## src/rtl/fetch_unit.sv

```systemverilog
// rtl/fetch_unit.sv - instruction fetch stage: line fetch with fixed memory latency, 4x16-bit split, redirect
module fetch_unit #(
  parameter int          MEM_LATENCY = 5,
  parameter logic [15:0] RESET_PC    = 16'h0000
) (
  input  logic        clk,
  input  logic        rst_n,
  output logic [15:0] imem_addr,
  input  logic [63:0] imem_data,
  output logic [15:0] instr,
  output logic [15:0] instr_pc,
  output logic        instr_valid,
  input  logic        instr_ready,
  input  logic        redirect_valid,
  input  logic [15:0] redirect_pc
);

  localparam int CW = (MEM_LATENCY < 1) ? 1 : $clog2(MEM_LATENCY + 1);

  typedef enum logic [1:0] {
    BOOT    = 2'd0,
    WAIT    = 2'd1,
    DELIVER = 2'd2
  } state_t;

  state_t        state;
  state_t        state_next;
  logic [15:1]   pc;
  logic [15:1]   pc_next;
  logic [63:0]   line_buf;
  logic [63:0]   line_buf_next;
  logic [CW-1:0] wait_cnt;
  logic [CW-1:0] wait_cnt_next;

  logic [12:0]   line;
  logic [1:0]    slot;
  logic [15:0]   target;
  logic          line_change;
  logic          handshake;
  logic          cnt_done;

  assign line        = pc[15:3];
  assign slot        = pc[2:1];
  // Bit 0 of the redirect target is meaningless for 16-bit instructions.
  assign target      = redirect_pc & 16'hFFFE;
  assign line_change = (target[15:3] != line);
  assign handshake   = (state == DELIVER) && instr_ready;
  assign cnt_done    = (wait_cnt == CW'(MEM_LATENCY));

  // State register; reset lands in BOOT so the first real address is seen as a change.
  always_ff @(posedge clk or negedge rst_n) begin
    if (!rst_n) begin
      state <= BOOT;
    end else begin
      state <= state_next;
    end
  end

  // Next-state: redirect dominates, otherwise latency count or line exhaustion.
  always_comb begin
    state_next = state;
    case (state)
      BOOT: state_next = WAIT;
      WAIT: begin
        if (redirect_valid && line_change) begin
          state_next = WAIT;
        end else if (cnt_done) begin
          state_next = DELIVER;
        end
      end
      DELIVER: begin
        if (redirect_valid) begin
          state_next = line_change ? WAIT : DELIVER;
        end else if (handshake && (slot == 2'd3)) begin
          state_next = WAIT;
        end
      end
      default: state_next = BOOT;
    endcase
  end

  // Datapath next values: pc, latency counter and line capture.
  always_comb begin
    pc_next       = pc;
    line_buf_next = line_buf;
    wait_cnt_next = wait_cnt;
    case (state)
      BOOT: begin
        wait_cnt_next = '0;
      end
      WAIT: begin
        if (redirect_valid) begin
          pc_next = target[15:1];
        end
        if (redirect_valid && line_change) begin
          // A new line restarts the memory's latency window.
          wait_cnt_next = '0;
        end else if (cnt_done) begin
          line_buf_next = imem_data;
        end else begin
          // A same-line redirect leaves the memory phase untouched.
          wait_cnt_next = wait_cnt + CW'(1);
        end
      end
      DELIVER: begin
        if (redirect_valid) begin
          pc_next = target[15:1];
          if (line_change) begin
            wait_cnt_next = '0;
          end
        end else if (handshake) begin
          // Slot increment carries into the line number, wrapping at the top of memory.
          pc_next = pc + 15'd1;
          if (slot == 2'd3) begin
            wait_cnt_next = '0;
          end
        end
      end
      default: begin
        wait_cnt_next = '0;
      end
    endcase
  end

  // Datapath registers.
  always_ff @(posedge clk or negedge rst_n) begin
    if (!rst_n) begin
      pc       <= RESET_PC[15:1];
      line_buf <= '0;
      wait_cnt <= '0;
    end else begin
      pc       <= pc_next;
      line_buf <= line_buf_next;
      wait_cnt <= wait_cnt_next;
    end
  end

  // Outputs: BOOT presents the line next to RESET_PC so the first real address differs.
  always_comb begin
    imem_addr   = {line, 3'b000};
    instr_valid = (state == DELIVER);
    instr       = line_buf[{slot, 4'b0000} +: 16];
    instr_pc    = {pc, 1'b0};
    if (state == BOOT) begin
      imem_addr = {RESET_PC[15:3] ^ 13'h1, 3'b000};
    end
  end

endmodule
```

## config.mk

```make
export PLATFORM = sky130hd
export DESIGN_NAME = fetch_unit
export DESIGN_NICKNAME = d
export VERILOG_FILES = /design/src/rtl/fetch_unit.sv
export SDC_FILE = /design/constraint.sdc
export NUM_CORES = 1
export LEC_CHECK = 0
export CORE_MARGIN = 2
export CORE_UTILIZATION = 44
export CTS_CLUSTER_DIAMETER = 60
export DETAILED_ROUTE_END_ITERATION = 10
export PLACE_DENSITY = 0.78
export SKIP_CTS_REPAIR_TIMING = 1
export SYNTH_ARGS = -nofsm -noshare
export SYNTH_HDL_FRONTEND = slang
export SYNTH_SLANG_ARGS = --single-unit
```

## constraint.sdc

```tcl
create_clock -name clk -period 1.94 [get_ports clk]
set_clock_uncertainty 0.15 [all_clocks]
set_input_delay 0.388 -clock clk [delete_from_list [all_inputs] [get_ports clk]]
set_output_delay 0.388 -clock clk [all_outputs]
set_load 0.02 [all_outputs]
```

==> flow_metrics.env, run 1 <==
export IMPL_status="finished with violations"
export IMPL_failed_checks="negative setup slack"
export IMPL_ys_ff_latch=84
export IMPL_comb_power_share=0.537
export IMPL_r2r_cells=6
export IMPL_synth_area_um2=4670
export IMPL_synth_edf_count=0
export IMPL_leakage_nw=3.59
export IMPL_place_gp_congestion=0.918
export IMPL_drt_iter0_markers=202
export IMPL_wl_per_cell_um=19.3
export IMPL_rows=37
export IMPL_gr_total_overflow=0
export IMPL_antenna_found_initial=0
export IMPL_endpoint_kind="register"
export IMPL_grt_max_degree=35
export IMPL_setup_viol=90
export IMPL_die_w_um=107
export IMPL_clk_latency_ps=370
export IMPL_drt_vias_per_instance=5.47
export IMPL_nets=634
export IMPL_yosys_top_cells_area="dfrtp_1 45%, mux2_4 19%, mux4_2 7.7%"
export IMPL_rsz0062_at_grt="yes"
export IMPL_syn_to_final_growth_pct=53.8
export IMPL_setup_ws_ps=-307
export IMPL_yosysTopAreaCell="dfrtp_1"
export IMPL_syn_avg_cell_area_um2=13.3
export IMPL_async_reset_ff_frac=1.00
export IMPL_grt_pass1_vias=3648
export IMPL_dpl_hpwl_um=8590
export IMPL_yosys_top_cells_count="84 x dfrtp_1, 60 x mux2_4, 16 x mux4_2"
export IMPL_endpoint="line_buf[55]"
export IMPL_clock_sinks=84
export IMPL_fill_cells=713
export IMPL_fmax_ghz=0.445
export IMPL_internal_power_mw=4.78
export IMPL_synth_most_common_cell="dfrtp_1"
export IMPL_regArea_um2=2110
export IMPL_hold_class="in2reg"
export IMPL_clkTransAtPathRegs_ps=90
export IMPL_criticalPathCategory="in2reg"
export IMPL_cp_required_ps=2040
export IMPL_drtPass1Iterations=4
export IMPL_yosysTopAreaCellShare=0.450
export IMPL_finalHoldViolCount=0
export IMPL_cellPowerDensity_nw_per_um2=1070
export IMPL_start_util=0.452
export IMPL_route_detailed_drc=0
export IMPL_ant_nets=0
export IMPL_fp_dieH_um=107
export IMPL_coreArea_um2=10300
export IMPL_clockBufferDepth=2
export IMPL_wl_um=13200
export IMPL_synth_cells=352
export IMPL_ys_flop_type="dfrtp_1"
export IMPL_multi_input_comb_area_um2=2590
export IMPL_seq_power_share=0.296
export IMPL_vias=3744
export IMPL_cts_tree="done"
export IMPL_grt_usage=0.208
export IMPL_cts_made_buffers=9
export IMPL_start_kind="input port"
export IMPL_portBuffers=127
export IMPL_arrival_ps=2350
export IMPL_regToRegSetupSlack_ps=-300
export IMPL_yosysUniqueCellTypes=59
export IMPL_ios=133
export IMPL_r2r_start="pc[11]"
export IMPL_n_antenna_cell=0
export IMPL_fin_crit_sh=1.16
export IMPL_clkPwrFrac=0.167
export IMPL_yosysWarnings=0
export IMPL_cts_root_buf="clkbuf_8"
export IMPL_fin_crit_ps=2250
export IMPL_synth_seq_area_share=0.450
export IMPL_cp_max_fo=7
export IMPL_dp_cells=651
export IMPL_ir_drop_v=0.00102
export IMPL_p_sw_frac=0.375
export IMPL_p_sw_mw=2.87
export IMPL_pre_cts_ws_ps=-709
export IMPL_slew_viol_final=0
export IMPL_cap_viol_max_count=0
export IMPL_layout_drive_gt1_share=0.451
export IMPL_layout_cells_non_filler=684
export IMPL_crit_reg2reg_capture="line_buf[55]"
export IMPL_cts_htree_levels=3
export IMPL_die_area_um2=11500
export IMPL_crit_start="redirect_pc[4]"
export IMPL_grt_pass1_wl_um=18500
==> layout make-up <==
class,count,share of cell area
Clock inverter,7,0.0104
Timing Repair Buffer,201,0.289
Inverter,11,0.00575
Clock buffer,9,0.0172
Tap cell,136,0.0237
Multi-Input combinational cell,236,0.361
Sequential cell,84,0.294
==> flip-flops by register name, summed over array words and instances (netlist names) <==
signal	flops
wait_cnt	3
pc	15
state	2
line_buf	64
==> placed cells by master, fill, tap and decap left out, drive strengths merged, types with 5 or more instances in the layout <==
master and instances:
clkdlybuf4s50 78, nor2 15, dlymetal6s2s 19, a21oi 11
ha 7, clkinv 5, mux4 16, inv 12
clkbuf 18, o21ai 11, mux2 64, xor2 13
dfrtp 84, nor2b 10, nand2 14, nand3 15
buf 93
==> worst min-delay path by stage <==
stage | from | depth (start not counted) | slack (ps) | endpoint
3_5_place_dp | rst_n | 1 | 220 | line_buf[10]
6_report | redirect_pc[11] | 3 | 240 | pc[11]
2_1_floorplan | rst_n | 0 | -60 | line_buf[0]
3_3_place_gp | rst_n | 1 | 210 | line_buf[9]
4_1_cts | rst_n | 1 | -180 | line_buf[42]
5_1_grt | redirect_pc[11] | 3 | 250 | pc[11]
==> critical path, cell delays in order <==
cell	delay, ps
clkdlybuf4s50_1	460
xor2_1	170
nor4_2	310
a41o_2	380
nand2_4	150
buf_16	180
mux2_4	300
==> power by group through the flow <==
stage / sequential (mW) / clock, mW / combinational, mW
floorplan: 2.51 / 0 / 1.61
global placement: 2.26 / 0 / 3.59
detailed placement: 2.28 / 0 / 3.65
CTS: 2.25 / 1.31 / 3.67
global route: 2.30 / 1.39 / 4.36
finish: 2.26 / 1.28 / 4.11
==> through the flow <==
step                utilization  total power, mW  TNS, ps  area, µm²  hold slack, ps
floorplan                     -             4.13   -13910       4720           -57.6
global placement          0.624             5.85   -48600       6450             214
detailed placement        0.624             5.92   -53690       6450             223
CTS                       0.644             7.22   -39600       6650            -185
global route              0.696             8.04   -26930       7180             253
finish                    0.696             7.65   -22260       7180             243
==> cell families after synthesis <==
| family | Yosys count | share of synthesized area |
|---|---|---|
| adders and majority gates | 7 | 0.0188 |
| and+or+nand+nor | 74 | 0.0857 |
| muxes | 81 | 0.282 |
| DFF | 84 | 0.450 |
| other | 1 | 0.000803 |
| buffers and inverters | 36 | 0.0557 |
| xor gates and xnor gates | 13 | 0.0244 |
| AOI/OAI and AO/OA | 56 | 0.0828 |
==> routing by layer <==
layer | up-vias | routed length [µm] | global-route usage
met5 | - | 0 | 0
met4 | 0 | 196 | 0.0594
met3 | 20 | 956 | 0.0614
met2 | 179 | 6430 | 0.330
met1 | 1872 | 5640 | 0.278
li1 | 1673 | - | -
(Power assumes the default switching activity.)
==> inputs of run 2 (changes only) <==
--- a/config.mk
+++ b/config.mk
@@ -10,6 +10,7 @@
 export CTS_CLUSTER_DIAMETER = 60
 export DETAILED_ROUTE_END_ITERATION = 10
 export PLACE_DENSITY = 0.78
+export SETUP_SLACK_MARGIN = 0.05
 export SKIP_CTS_REPAIR_TIMING = 1
 export SYNTH_ARGS = -nofsm -noshare
 export SYNTH_HDL_FRONTEND = slang
==> flow_metrics.env, run 2 (synthesized netlist as in run 1, its figures left out) <==
export IMPL_grt_usage=0.215
export IMPL_vias=3663
export IMPL_min_path_cells=3
export IMPL_grt_max_degree=33
export IMPL_coreArea_um2=10300
export IMPL_cap_viol_max_count=0
export IMPL_r2r_start="pc[8]"
export IMPL_final_core_util=0.707
export IMPL_failed_checks="negative setup slack"
export IMPL_die_w_um=107
export IMPL_grt_pass1_vias=3744
export IMPL_drt_vias_per_instance=5.33
export IMPL_portBuffers=127
export IMPL_setup_viol=103
export IMPL_hold_class="in2reg"
export IMPL_clock_sinks=84
export IMPL_fin_crit_sh=1.14
export IMPL_fp_dieH_um=107
export IMPL_wl_um=13200
export IMPL_layout_common_cells="78 x dfrtp_1, 73 x clkdlybuf4s50_1, 60 x mux2_4, 60 x buf_4, 29 x buf_6"
export IMPL_cts_root_buf="clkbuf_8"
export IMPL_start_util=0.452
export IMPL_arrival_ps=2310
export IMPL_rsz0062_at_grt="yes"
export IMPL_finalHoldViolCount=0
export IMPL_pre_cts_ws_ps=-766
export IMPL_dp_cells=650
export IMPL_final_common_cell="dfrtp_1"
export IMPL_fmax_ghz=0.450
export IMPL_setup_ws_ps=-280
export IMPL_ant_nets=0
export IMPL_leakage_nw=3.62
export IMPL_place_gp_congestion=0.978
export IMPL_ios=133
export IMPL_layout_drive_gt1_share=0.456
export IMPL_die_area_um2=11500
export IMPL_r2r_cells=7
export IMPL_dpl_hpwl_um=8660
export IMPL_drtPass1Iterations=4
export IMPL_min_delay_start="redirect_pc[4]"
export IMPL_status="finished with violations"
export IMPL_cp_required_ps=2030
export IMPL_regToRegSetupSlack_ps=-280
export IMPL_start_kind="register"
export IMPL_rows=37
export IMPL_slew_viol_final=0
export IMPL_hold_end="pc[4]"
export IMPL_antenna_found_initial=0
export IMPL_clkTransAtPathRegs_ps=100
export IMPL_layout_cells_non_filler=687
export IMPL_clk_latency_ps=360
export IMPL_largest_reg_flops=64
export IMPL_ir_drop_v=0.000997
export IMPL_crit_reg2reg_capture="line_buf[27]"
export IMPL_gr_total_overflow=0
export IMPL_n_antenna_cell=0
export IMPL_cp_max_fo=7
export IMPL_fin_crit_ps=2220
export IMPL_largestRegisters="line_buf x64, pc x15, wait_cnt x3"
export IMPL_route_detailed_drc=0
export IMPL_cellPowerDensity_nw_per_um2=1060
export IMPL_clockBufferDepth=2
export IMPL_syn_to_final_growth_pct=56.2
export IMPL_wl_per_cell_um=19.3
export IMPL_cts_made_buffers=9
export IMPL_cts_htree_levels=3
export IMPL_nets=637
export IMPL_top_register="line_buf"
export IMPL_cts_tree="done"
export IMPL_endpoint_kind="register"
export IMPL_grt_pass1_wl_um=19000
export IMPL_drt_iter0_markers=171
export IMPL_criticalPathCategory="reg2reg"
[run 2: worst max-delay path by stage]
stage,from,to,slack [ps],depth (start not counted)
after floorplan,pc[7],line_buf[0],-230,7
after global placement,redirect_pc[14],line_buf[10],-730,7
after detailed placement,redirect_pc[4],line_buf[34],-770,7
after CTS,pc[1],instr[2],-660,3
after global routing,pc[8],line_buf[27],-340,7
final,pc[8],line_buf[27],-280,7
[run 2: final cells by class]
cell class	count	area (µm²)
clock buffers	9	124
clock inverters	7	81.3
fillers	681	3030
inverters	11	46.3
multi-input cells	236	2620
flip-flops and latches	84	2110
well taps	136	170
repair buffers	204	2150
[run 2: power by group]
group / leakage [nW] / switching (mW) / total, mW / internal (mW)
combinational: 2.39 / 1.98 / 4.14 / 2.16
clock: 0.106 / 0.702 / 1.32 / 0.616
sequential: 1.12 / 0.236 / 2.28 / 2.05
total: 3.62 / 2.92 / 7.74 / 4.82
[run 2: worst max-delay path, stage by stage (launching register included)]
cell and delay, ps:
dfrtp_2 420, xor2_1 170, nor4_2 280, buf_4 170, a41o_4 290, nand2_8 130, clkbuf_16 190, mux2_4 300
[run 2: per-layer routing]
metal | vias to the layer above | track usage | wire [µm]
met4 | 0 | 0.0557 | 92
met2 | 158 | 0.339 | 6570
met3 | 8 | 0.0541 | 896
met1 | 1831 | 0.297 | 5670
met5 | - | 0 | 0
li1 | 1666 | - | -
[run 2: stage by stage]
| stage | setup TNS (ps) | cell area (µm²) | power [mW] | hold WS [ps] |
|---|---|---|---|---|
| 2_1_floorplan | -13840 | 4730 | 4.14 | -57.6 |
| 4_1_cts | -43880 | 6640 | 7.26 | -184 |
| 5_1_grt | -28430 | 7290 | 8.17 | 210 |
| 3_3_place_gp | -54330 | 6440 | 5.85 | 201 |
| 6_report | -21260 | 7290 | 7.74 | 213 |
| 3_5_place_dp | -56910 | 6440 | 5.91 | 213 |
==> inputs of run 3 (changes only) <==
--- a/config.mk
+++ b/config.mk
@@ -5,13 +5,16 @@
 export SDC_FILE = /design/constraint.sdc
 export NUM_CORES = 1
 export LEC_CHECK = 0
+export ABC_AREA = 1
 export CORE_MARGIN = 2
-export CORE_UTILIZATION = 44
+export CORE_UTILIZATION = 43
 export CTS_CLUSTER_DIAMETER = 60
 export DETAILED_ROUTE_END_ITERATION = 10
-export PLACE_DENSITY = 0.78
+export PLACE_DENSITY = 0.76
+export REMOVE_ABC_BUFFERS = 1
 export SETUP_SLACK_MARGIN = 0.05
 export SKIP_CTS_REPAIR_TIMING = 1
+export SLEW_MARGIN = 20
 export SYNTH_ARGS = -nofsm -noshare
 export SYNTH_HDL_FRONTEND = slang
 export SYNTH_SLANG_ARGS = --single-unit
==> flow_metrics.env, run 3 <==
export IMPL_yosys_top_cells_count="274 x nand2_1, 84 x dfrtp_1, 62 x nor2_1"
export IMPL_clkTransAtPathRegs_ps=100
export IMPL_clock_sinks=84
export IMPL_rsz0062_at_grt="yes"
export IMPL_cts_made_buffers=9
export IMPL_setup_ws_ps=-242
export IMPL_cp_slowest_stage_delay_ps=460
export IMPL_dpl_hpwl_um=8970
export IMPL_synthSimpleGateAreaFrac=0.300
export IMPL_rows=37
export IMPL_die_w_um=107
export IMPL_regArea_um2=2110
export IMPL_hold_class="reg2reg"
export IMPL_cts_htree_levels=3
export IMPL_antenna_found_initial=0
export IMPL_layout_drive_gt1_share=0.413
export IMPL_portBuffers=127
export IMPL_crit_chain="clkinv_4, buf_12, o21ai_0, o22ai_1, buf_4"
export IMPL_ant_nets=0
export IMPL_largestRegisters="line_buf x64, pc x15, wait_cnt x3"
export IMPL_yosys_top_cells_area="dfrtp_1 46%, nand2_1 22%, o21ai_0 6.1%"
export IMPL_power_mw=10.8
export IMPL_n_antenna_cell=0
export IMPL_leakage_nw=4.40
export IMPL_yosysTopAreaCell="dfrtp_1"
export IMPL_yosysTopAreaCellShare=0.460
export IMPL_final_core_util=0.792
export IMPL_synth_cells=635
export IMPL_yosysUniqueCellTypes=30
export IMPL_drt_iter0_markers=407
export IMPL_vias=5314
export IMPL_ir_drop_v=0.000948
export IMPL_cp_required_ps=1400
export IMPL_async_reset_ff_frac=1.00
export IMPL_synth_compound_area_frac=0.115
export IMPL_coreArea_um2=10300
export IMPL_fin_crit_ps=2180
export IMPL_clockBufferDepth=2
export IMPL_grt_usage=0.230
export IMPL_synth_seq_area_share=0.460
export IMPL_cap_viol_max_count=0
export IMPL_synth_most_common_cell="nand2_1"
export IMPL_status="finished with violations"
export IMPL_final_common_cell="nand2_1"
export IMPL_ios=133
export IMPL_cellPowerDensity_nw_per_um2=1320
export IMPL_start_util=0.443
export IMPL_grt_pass1_wl_um=21200
export IMPL_finalHoldViolCount=0
export IMPL_ys_flop_type="dfrtp_1"
export IMPL_layout_common_cells="152 x nand2_1, 82 x nand2_2, 79 x dfrtp_1, 72 x clkdlybuf4s50_1, 65 x buf_4"
export IMPL_criticalPathCategory="reg2out"
export IMPL_failed_checks="negative setup slack"
export IMPL_grt_pass1_vias=4644
export IMPL_grt_max_degree=54
export IMPL_wl_um=17300
export IMPL_syn_to_final_growth_pct=78.6
export IMPL_largest_reg_flops=64
export IMPL_route_detailed_drc=0
export IMPL_arrival_ps=1640
export IMPL_slew_viol_final=0
export IMPL_top_register="line_buf"
export IMPL_wl_per_cell_um=17.5
export IMPL_cp_max_fo=13
export IMPL_fp_dieH_um=107
export IMPL_gr_total_overflow=0
export IMPL_nets=940
export IMPL_fmax_ghz=0.458
export IMPL_synthMuxAreaShare=0
export IMPL_place_gp_congestion=0.915
export IMPL_holdWs_ps=334
export IMPL_cts_tree="done"
export IMPL_drt_vias_per_instance=5.37
export IMPL_endpoint_kind="primary output"
export IMPL_clk_latency_ps=360
export IMPL_placed_cell_area_um2=6280
export IMPL_worst_path_max_delay_cell="dfrtp_2"
export IMPL_synth_top_family_by_area="simple AND/OR/NAND/NOR gates"
export IMPL_ys_ff_latch=84
export IMPL_setup_viol=93
export IMPL_post_route_cell_area_um2=8170
export IMPL_fin_crit_sh=1.12
export IMPL_synth_edf_count=0
export IMPL_yosysWarnings=0
export IMPL_drtPass1Iterations=5
export IMPL_fill_cells=604
export IMPL_start_kind="register"
export IMPL_synth_area_um2=4570
export IMPL_synth_xor_area_frac=0.0115
export IMPL_die_area_um2=11500
export IMPL_synthAdderAreaFrac=0.0191
export IMPL_cts_root_buf="clkbuf_8"
export IMPL_syn_avg_cell_area_um2=7.20
export IMPL_multi_input_comb_area_um2=2890
[run 3: worst paths after layout]
check | startpoint | endpoint | slack, ps | depth (start not counted)
hold / removal | line_buf[56] | line_buf[56] | 330 | 2
hold reg to reg | line_buf[56] | line_buf[56] | 330 | 2
min in group asynchronous | rst_n | pc[15] | 340 | 2
max in group asynchronous | rst_n | line_buf[37] | 620 | 3
setup / recovery | pc[1] | instr[4] | -240 | 5
setup reg to reg | pc[5] | line_buf[22] | -90 | 14
[run 3: critical path: cells and delay by family (launching register included)]
family                 cells  cell delay, ps
flip-flops                 1             460
buffers and inverters      3             460
AO/OA/AOI/OAI              2             360
[run 3: kinds of logic (layout without fill, tap and decap cells)]
| kind of cell | after synthesis | count (layout) |
|---|---|---|
| AND/OR/NAND/NOR | 353 | 353 |
| AO/OA/AOI/OAI | 99 | 99 |
| buffers and inverters | 85 | 301 |
| flip-flops | 84 | 84 |
| adder cells (fa/ha/maj) | 7 | 7 |
| XOR/XNOR | 6 | 6 |
| other | 1 | 4 |
[run 3: area by class of cell]
cell class,count,area share
multi-input combinational,469,0.354
timing repair buffer,232,0.313
sequential,84,0.258
inverter,52,0.0269
tap,136,0.0208
clock buffer,9,0.0152
clock inverter,7,0.0101
timing repair inverter,1,0.00199
[run 3: where the power goes]
| group | switching [mW] | internal (mW) | leakage (nW) |
|---|---|---|---|
| Sequential | 0.265 | 1.98 | 1.13 |
| Combinational | 3.82 | 3.41 | 3.17 |
| Clock | 0.714 | 0.616 | 0.0984 |
[run 3: metal layers]
metal / wire length [µm] / GRT usage / part of all wire / vias to the layer above
met2: 8740 / 0.372 / 0.50 / 310
met1: 6750 / 0.316 / 0.39 / 2551
met3: 1340 / 0.0389 / 0.077 / 53
li1: - / - / - / 2400
met5: 0 / 0 / 0 / -
met4: 518 / 0.0677 / 0.030 / 0
[run 3: through the flow]
| step | setup TNS (ps) | std cells | setup slack (ps) |
|---|---|---|---|
| after floorplan | -74470 | 605 | -941 |
| final | -7150 | 990 | -242 |
| after global placement | -28710 | 922 | -355 |
| after global routing | -13430 | 990 | -265 |
| after CTS | -20240 | 938 | -693 |
| after detailed placement | -33330 | 922 | -446 |
==> variant: new RTL, flow settings as in run 3 <==
Change the parameter `MEM_LATENCY` from 5 to 6.
--- a/src/rtl/fetch_unit.sv
+++ b/src/rtl/fetch_unit.sv
@@ -1,6 +1,6 @@
 // rtl/fetch_unit.sv - instruction fetch stage: line fetch with fixed memory latency, 4x16-bit split, redirect
 module fetch_unit #(
-  parameter int          MEM_LATENCY = 5,
+  parameter int          MEM_LATENCY = 6,
   parameter logic [15:0] RESET_PC    = 16'h0000
 ) (
   input  logic        clk,
Check against the original RTL: not equivalent (a bounded check fails within 10 cycles, from zero or initial values and one cycle with rst_n low).
==> variant against run 3 <==
- the run still ends with setup timing left
- setup slack got worse by 0.0022 ns
- synthesized area about the same
- routed wire length increased by 4.5%
- global-route usage decreased by 0.43 points
- die area about the same
- core utilization decreased by 1.5 points
- power decreased by 2.2%
- synthesized cell count decreased by 0.16%
- sequential cell count unchanged
- register-to-register slack got worse by 0.15 ns
- cell area decreased by 1.9%
- highest routed layer unchanged
==> variant: results (changes against run 3) <==
| Metric | Value |
|---|---|
| PwrDens | `1320 mW/mm2 (about the same)` |
| Worst Hold Class | `input port to register (was register to register)` |
| R2R depth | `10 (was 14)` |
| GR Layer Usage met1 | `31.2% (was 31.6%)` |
| Final setup margin | `-0.244 ns (was -0.242 ns)` |
| Reg2reg end | `pc[15]$_DFFE_PN0P_ (was line_buf[22]$_DFFE_PN0P_)` |
| Status | `complete, but fails checks (unchanged)` |
| First-pass GRT wire length | `20600 um (was 21200 um)` |
| Register area share after synthesis | `46.0% (about the same)` |
| Pin count of the biggest net entering global routing | `66 (was 54)` |
| WL met1 | `6710 um (was 6750 um)` |
| WHS Endpoint | `pc[4]$_DFFE_PN0P_ (was line_buf[56]$_DFFE_PN0P_)` |
| M2 GR Usage | `35.2% (was 37.2%)` |
| Multi-input combinational area share | `35.0% (was 35.4%)` |
| Placed cell area | `0.00624 mm2 (was 0.00628 mm2)` |
| Logic gate share of total power | `66.1% (was 66.9%)` |
| Routed WL per cell | `18.4 um (was 17.5 um)` |
| Clk cell area share | `2.64% (was 2.53%)` |
| Share of layout cells above drive strength 1 | `40.0% (was 41.3%)` |
| Worst hold stages | `5 (was 2)` |
| CP max FO | `7 (was 13)` |
| Failing checks | `setup timing (unchanged)` |
| Commonest cells in the netlist | `274 x nand2_1, 84 x dfrtp_1, 62 x nor2_1, 56 x o21ai_0, 40 x inv_1 (was 274 x nand2_1, 84 x dfrtp_1, 62 x nor2_1, 56 x o21ai_0, 41 x inv_1)` |
| Final setup fails | `102 (was 93)` |
| Met3 Use GR | `3.95% (was 3.89%)` |
| DRT iter0 DRCs | `390 (was 407)` |
| Non-clock buffering overhead | `31.2% (was 31.3%)` |
[variant: per-stage QoR]
stage / setup TNS (ns) / std cells / power (W) / hold WS, ns / worst slack [ns]
detailed placement: -31.52 / 916 / 0.00723 / 0.147 / -0.449
global placement: -27.97 / 916 / 0.00713 / 0.143 / -0.382
floorplan: -74.47 / 604 / 0.00469 / -0.0576 / -0.941
global route: -21.58 / 984 / 0.0111 / 0.335 / -0.328
finish: -11.97 / 984 / 0.0106 / 0.298 / -0.244
CTS: -18.01 / 932 / 0.00856 / -0.250 / -0.639
[variant: tightest hold or removal path, delay by kind of cell]
kind                   cells  cell delay (ns)
AO/OA/AOI/OAI              3             0.21
buffers and inverters      2             0.18
[variant: kinds of logic (layout without fill, tap and decap cells)]
family	after synthesis	count (layout)	synth area share [%]
simple gates	353	353	30.0
compound gates	99	99	11.5
flops	84	84	46.0
buf+inv	84	295	9.31
fa+ha+maj	7	7	1.92
xor+xnor	6	6	1.15
other cells	1	4	0.0820
